### src/rtl/vram_addr_arbiter_pkg.sv
// VRAM address arbiter shared definitions: FSM state encoding, mux select
// polarity and the grant decision type.
// Latency: n/a (types and constants only). Backpressure: n/a.
package vram_addr_arbiter_pkg;

  // State encoding is fixed; other blocks decode these values directly.
  typedef enum logic [2:0] {
    IDLE      = 3'd0,
    SCAN_ADDR = 3'd1,
    SCAN_DATA = 3'd2,
    CPU_ADDR  = 3'd3,
    CPU_DATA  = 3'd4
  } arb_state_t;

  // nSELA polarity on the quad 2-input mux bank: A = scanner, B = CPU.
  localparam logic MUX_SEL_SCAN = 1'b0;
  localparam logic MUX_SEL_CPU  = 1'b1;

  typedef enum logic [1:0] {
    GNT_NONE = 2'd0,
    GNT_SCAN = 2'd1,
    GNT_CPU  = 2'd2
  } grant_t;

  // A new grant may only be taken from IDLE or at the end of a data phase.
  function automatic logic is_arb_point(input arb_state_t s);
    return (s == IDLE) || (s == SCAN_DATA) || (s == CPU_DATA);
  endfunction

endpackage

### src/rtl/vram_grant_select.sv
// Next-grant decision: fixed scanner priority, optional CPU starvation guard.
// Latency: combinational grant; run counter updates on the clock edge.
// Backpressure: none; requests are levels held by the requesters.
//
// Ports: clk/rst_n (run counter only), arb_en (FSM is at a grant point),
//        scan_req/cpu_req (request levels), grant (decision for this edge).
// Build option: CPU_STARVE_GUARD_EN enables the scanner run limit.
module vram_grant_select
  import vram_addr_arbiter_pkg::*;
#(
  parameter int unsigned MAX_SCAN_RUN = 3
) (
  input  logic   clk,
  input  logic   rst_n,
  input  logic   arb_en,
  input  logic   scan_req,
  input  logic   cpu_req,
  output grant_t grant
);

  logic force_cpu;

`ifdef CPU_STARVE_GUARD_EN
  localparam int RUN_W = (MAX_SCAN_RUN < 1) ? 1 : $clog2(MAX_SCAN_RUN + 1);

  // Consecutive scanner grants taken while the CPU was waiting.
  logic [RUN_W-1:0] run_cnt;

  assign force_cpu = cpu_req && (run_cnt >= RUN_W'(MAX_SCAN_RUN));

  always_ff @(posedge clk or negedge rst_n) begin
    if (!rst_n) begin
      run_cnt <= '0;
    end else if (!cpu_req) begin
      run_cnt <= '0;
    end else if (arb_en) begin
      if (grant == GNT_CPU) begin
        run_cnt <= '0;
      end else if (grant == GNT_SCAN && run_cnt < RUN_W'(MAX_SCAN_RUN)) begin
        run_cnt <= run_cnt + RUN_W'(1);
      end
    end
  end
`else
  // Pure fixed priority: the counter and its clock are not needed.
  logic unused_guard;
  assign force_cpu    = 1'b0;
  assign unused_guard = ^{clk, rst_n, arb_en, MAX_SCAN_RUN[0]};
`endif

  always_comb begin
    grant = GNT_NONE;
    if (scan_req && !force_cpu) begin
      grant = GNT_SCAN;
    end else if (cpu_req) begin
      grant = GNT_CPU;
    end
  end

endmodule

### src/rtl/vram_addr_arbiter.sv
// Time-slot arbiter sharing the VRAM address bus between scanner and CPU.
// Latency: request sampled at edge N -> ACK during cycle N+2; 2 cycles/access.
// Backpressure: requesters hold REQ until ACK; CPU sees nWAIT low while queued.
//
// Ports: CLK, nRESET (async, active low); SCAN_REQ, CPU_REQ, CPU_WE in;
//        SCAN_ACK, CPU_ACK, nWAIT, and mux/RAM controls nSELA, nG, nWE out.
// Build option: CPU_STARVE_GUARD_EN (see vram_grant_select).
module vram_addr_arbiter
  import vram_addr_arbiter_pkg::*;
#(
  parameter int unsigned MAX_SCAN_RUN = 3
) (
  input  logic CLK,
  input  logic nRESET,
  input  logic SCAN_REQ,
  input  logic CPU_REQ,
  input  logic CPU_WE,
  output logic SCAN_ACK,
  output logic CPU_ACK,
  output logic nWAIT,
  output logic nSELA,
  output logic nG,
  output logic nWE
);

  arb_state_t state_q;
  arb_state_t state_d;
  grant_t     grant;
  logic       arb_en;
  logic       we_q;

  assign arb_en = is_arb_point(state_q);

  vram_grant_select #(
    .MAX_SCAN_RUN (MAX_SCAN_RUN)
  ) u_grant_select (
    .clk      (CLK),
    .rst_n    (nRESET),
    .arb_en   (arb_en),
    .scan_req (SCAN_REQ),
    .cpu_req  (CPU_REQ),
    .grant    (grant)
  );

  // Address phase always runs into its data phase; otherwise take the grant.
  always_comb begin
    state_d = IDLE;
    case (state_q)
      SCAN_ADDR: state_d = SCAN_DATA;
      CPU_ADDR:  state_d = CPU_DATA;
      default: begin
        case (grant)
          GNT_SCAN: state_d = SCAN_ADDR;
          GNT_CPU:  state_d = CPU_ADDR;
          default:  state_d = IDLE;
        endcase
      end
    endcase
  end

  // All outputs are registered from the next state so they change cleanly
  // on the edge that enters each phase.
  always_ff @(posedge CLK or negedge nRESET) begin
    if (!nRESET) begin
      state_q  <= IDLE;
      we_q     <= 1'b0;
      nSELA    <= MUX_SEL_SCAN;
      nG       <= 1'b1;
      nWE      <= 1'b1;
      SCAN_ACK <= 1'b0;
      CPU_ACK  <= 1'b0;
      nWAIT    <= 1'b1;
    end else begin
      state_q  <= state_d;
      nG       <= (state_d == IDLE);
      SCAN_ACK <= (state_d == SCAN_DATA);
      CPU_ACK  <= (state_d == CPU_DATA);

      // Select only moves when an address phase starts, so it is stable
      // across the whole data phase and through the write strobe.
      if (state_d == SCAN_ADDR) begin
        nSELA <= MUX_SEL_SCAN;
      end else if (state_d == CPU_ADDR) begin
        nSELA <= MUX_SEL_CPU;
      end

      if (state_d == CPU_ADDR) begin
        we_q <= CPU_WE;
      end

      // we_q was captured one edge earlier, on entry to CPU_ADDR.
      nWE <= !((state_d == CPU_DATA) && we_q);

      // Released on the ACK cycle; unchanged while the CPU's own address
      // phase runs (high if granted at once, low if it had been queued).
      if (state_d == CPU_DATA) begin
        nWAIT <= 1'b1;
      end else if (state_d != CPU_ADDR) begin
        nWAIT <= !CPU_REQ;
      end
    end
  end

endmodule

### config.mk
export PLATFORM = sky130hd
export DESIGN_NAME = vram_addr_arbiter
export DESIGN_NICKNAME = d
export VERILOG_FILES = /design/src/rtl/vram_addr_arbiter_pkg.sv /design/src/rtl/vram_grant_select.sv /design/src/rtl/vram_addr_arbiter.sv
export SDC_FILE = /design/constraint.sdc
export NUM_CORES = 1
export LEC_CHECK = 0
export CAP_MARGIN = 20
export CORE_AREA = 4 4 41 43
export CTS_CLUSTER_DIAMETER = 120
export DETAILED_ROUTE_END_ITERATION = 8
export DIE_AREA = 0 0 45 47
export DONT_BUFFER_PORTS = 1
export GPL_ROUTABILITY_DRIVEN = 1
export PLACE_DENSITY = 0.53
export SLEW_MARGIN = 20
export SYNTH_ARGS = -nofsm -noshare
export SYNTH_HDL_FRONTEND = slang
export SYNTH_HIERARCHICAL = 1
export SYNTH_SLANG_ARGS = --single-unit
export TNS_END_PERCENT = 50
### constraint.sdc
create_clock -name CLK -period 1.41 [get_ports CLK]
set_input_delay 0.423 -clock CLK [delete_from_list [all_inputs] [get_ports CLK]]
set_output_delay 0.423 -clock CLK [all_outputs]
set_load 0.02 [all_outputs]
* Yosys cells after proc, flatten, opt, wreduce, memory -nomap -nowiden
Cells that the tools add are included.
** Cells by class
- Add/sub/neg operators :: 0
- Multipliers :: 0
- Divide/modulo/power cells :: 0
- Magnitude comparators :: 0
- Equal/unequal tests :: 9
- Shift-type cells :: 0
- Multiplexer cells :: 8
- Bitwise operators :: 0
- Reduce and logical (&&, ||, !) cells :: 6
** Operators with widths (number)
- equality test 3 x 2 -> 1 bit, second input constant :: 3
- equality test 3 x 1 -> 1 bit, second input constant :: 2
- case mux 3 bit (2 select lines) :: 1
- 2-to-1 mux 1 bit :: 4
- 2-to-1 mux 2 bit :: 2
- case mux 2 bit (2 select lines) :: 1
- nonzero test 2 bit :: 2
- equality test 3 bit, second input constant :: 1
- logical NOT 3 bit :: 1
- inequality test 3 x 2 -> 1 bit, second input constant :: 1
- equality test 2 x 1 -> 1 bit, second input constant :: 1
- equality test 2 bit, second input constant :: 1
- logical NOT 1 bit :: 2
- logical AND 1 bit :: 1
** Word-level totals
- Bits in registers :: 10
- Latch bits :: 0
- Bits in writable memories :: 0
- ROM bits :: 0
- Input port bits :: 5
- Memories :: 0

* Depth between registers and ports, before layout
- Depth in word-level cells :: 8
- Depth in mapped cells :: 6
- Gate-level depth less buffers :: 5

* By module
The synthesis kept the hierarchy.
** Modules (own cells, without submodules)
- vram_addr_arbiter :: times used 1, cells each 29, area each 395.4 µm², seq. area each 254.0 µm²
- vram_grant_select :: times used 1, cells each 2, area each 21.3 µm², seq. area each 0.0 µm²

* Least setup slack after synthesis
Ideal clock, no wire load.
- Kind :: input -> register
- From :: in SCAN_REQ
- To :: reg we_q
- Setup time :: 0.125 ns
- Arrival :: 1.389 ns
- Data required time :: 1.285 ns
- Path slack :: -0.104 ns
- Stages on the path :: 5
- Path buffers :: 1
- Path through :: buf_4 > inv_1 > ha_1 > nor3b_1 > mux2_2
** Between the ends
- Longest elaborated chain between the ends :: 5
- Elaborated cells on any way between the ends :: 6
** RTL lines
- start, declared :: line vram_addr_arbiter.sv:15 : input logic SCAN_REQ,
- 2-to-1 mux 2 bit (*) :: line vram_grant_select.sv:53 : if (scan_req && !force_cpu) begin
- equality test 2 bit or equality test 2 x 1 -> 1 bit (tied branches) :: line vram_addr_arbiter.sv:52 : case (grant)
- case mux 2 bit (2 select lines) (*) :: line vram_addr_arbiter.sv:52
- case mux 3 bit (2 select lines) (*) :: line vram_addr_arbiter.sv:48 : case (state_q)
- equality test 3 x 2 -> 1 bit (*) :: line vram_addr_arbiter.sv:87 : if (state_d == CPU_ADDR) begin
- end signal, assigned :: line vram_addr_arbiter.sv:66 : we_q <= 1'b0;
- end signal, assigned :: line vram_addr_arbiter.sv:88 : we_q <= CPU_WE;
- end, declared :: line vram_addr_arbiter.sv:30 : logic we_q;
Mark *: on every way between the ends. The rest lies on a longest branch, timed or not.
A chain may end at the register's enable or synchronous reset.

* Worst setup path after layout
- From :: reg nWAIT
- To :: out nWAIT
** RTL lines
- start, declared :: line vram_addr_arbiter.sv:20 : output logic nWAIT,
- start signal, assigned :: line vram_addr_arbiter.sv:99 : nWAIT <= !CPU_REQ;
No word-level cell between the ends.

==> results.md <==
* Number of global-route vias before repair at 249
* Slew Limit Fails at 0
* Row count at 13
* Initial antenna violation count at 0
* Post-Syn Instances at 30
* First-pass GRT wire length at 1.12 mm
* Die width at 45 um
* Clock-pin slew on the worst setup and hold paths at 0.06 ns
* Reg2reg setup slack at 0.25 ns
* Area of the multi-input gates at 160 um2
* Fin Clk Skew at 0.00456 ns
* Critical Path AT at 0.85 ns
* Layout cells sized above 1 at 0.441
* Filler cells at 135
* WHS Endpoint: nWAIT
* FF-to-FF Start: state_q[0]
* Fmax at 0.783 GHz
* Worst Reg-to-Reg Cells at 3
* Hold-fix buffers, CTS at 1
* Slew @ Worst Pin at 0.443 ns
* Hold_ws at 0.245 ns
* Nets at 41
* Core Area at 1300 um2
* Synth Net Count at 36
* Vias at 220
* Critical Path Source Type: flip-flop
* Sw power at 0.203 mW
* Final period util at 0.906
* Placer congestion estimate at 0.736
* Die height at 47 um
* Synth-to-Final Area Change at 15.8%
* Final min period at 1.28 ns
* Power Internal at 0.513 mW
* Worst Setup End Kind: output pin
* Initial Util at 0.316
* Root Buffer: clkbuf_4
* Reg-to-reg critical path endpoint: we_q
* Hold Path Depth at 1
* Max IR drop VDD at 0.473 mV
* DRT Pass-1 Iters at 2
* Port Buf Inserts at 0
* TNS Setup at 0 ns
* H-tree depth at 1
* PwrDens at 1500 nW/um2
* Final Routed Wirelength at 658 um
* DRC at 0
* Routed wire per std cell at 13.4 um
* Hpwl dp at 482 um
* Critical setup path kind: flip-flop to output pin
* TritonCTS buffer count at 3
* Switching portion of total power at 0.283
* CTS tree: yes
* Post-DRT Antenna Nets at 0
* Sink Count at 10
* Clock power share at 0.283
* Number of setup buffers added after CTS at 0
* Synth warnings at 6
* Leakage at 0.216 nW
* Antenna diode count at 0
* Via density at 4.49
* GRT Resource Usage Total at 0.0792
* Max_cap viols at 0
* Synthesized cell area at 412 um2
* HP Class: input port to flip-flop
* # resized after CTS at 0
* Clock tree buffer depth at 2
* Logic pwr share at 0.138
* IO Pins at 11
* Sequential share of power at 0.578
* Sequential Area at 254 um2
* Hold Crit Start: CPU_REQ
* RSZ-0062 raised after global routing: no
* Clk_lat worst skew at 0.26 ns
* Die Area at 2120 um2
* Slew margin rel. at 0.704
* GRT overflow at 0
* Final hold vios at 0
* Setup violators final at 0
* CP Data Required Time at 0.99 ns
* Syn avg cell area at 13.7 um2
* Largest net degree at the start of global routing at 11
* DR iter-0 viols at 4
* CP max FO at 2
* Outcome: finished clean
[state kept, by name, indices dropped and copies added (netlist names)]
signal and count:
nWAIT 1, SCAN_ACK 1, nG 1, state_q 3, nSELA 1, we_q 1, CPU_ACK 1, nWE 1
[through the flow]
stage	instance area (um2)	util	worst slack, ns	instances	total power, mW
floorplan	429	-	0.0115	30	0.490
global placement	440	0.338	0.0206	44	0.507
global route	477	0.366	0.105	49	0.758
finish	477	0.366	0.132	49	0.715
CTS	477	0.366	0.110	49	0.734
detailed placement	440	0.338	0.00623	44	0.512
[area by class of cell]
type / instances / area share
clock buffer: 4 / 0.0551
inverter: 2 / 0.0157
multi-input combinational: 17 / 0.336
sequential: 10 / 0.533
tap: 15 / 0.0394
timing repair buffer: 1 / 0.0210
[how the worst max path moves through the flow]
| stage | from | to | slack [ns] | depth (start not counted) |
|---|---|---|---|---|
| 2_1_floorplan | SCAN_REQ | we_q | 0.01 | 5 |
| 3_3_place_gp | CPU_REQ | we_q | 0.02 | 4 |
| 3_5_place_dp | CPU_REQ | we_q | 0.006 | 4 |
| 4_1_cts | nWAIT | nWAIT | 0.11 | 0 |
| 5_1_grt | nWAIT | nWAIT | 0.11 | 0 |
| 6_report | nWAIT | nWAIT | 0.13 | 0 |
[layout by cell type, fill, tap and decap left out, types with 2 or more instances in the layout]
master and n:
dfrtp_1 7, nor2b_4 2, dfstp_2 3, nor2_1 2, and2_1 2, clkbuf_4 3
mux2_2 2
[layer usage]
metal / GRT usage / share of wire
met1: 0.0943 / 0.43
met2: 0.113 / 0.49
met3: 0.0613 / 0.082
met4: 0.0175 / 0
met5: 0 / 0
[power groups by stage]
stage | logic [mW] | clock network (mW) | registers (mW)
global placement | 0.0895 | 0 | 0.418
global route | 0.113 | 0.226 | 0.419
CTS | 0.101 | 0.217 | 0.416
detailed placement | 0.0924 | 0 | 0.420
finish | 0.0988 | 0.203 | 0.414
floorplan | 0.0816 | 0 | 0.409
No activity file was read; power rests on OpenSTA's default activity.
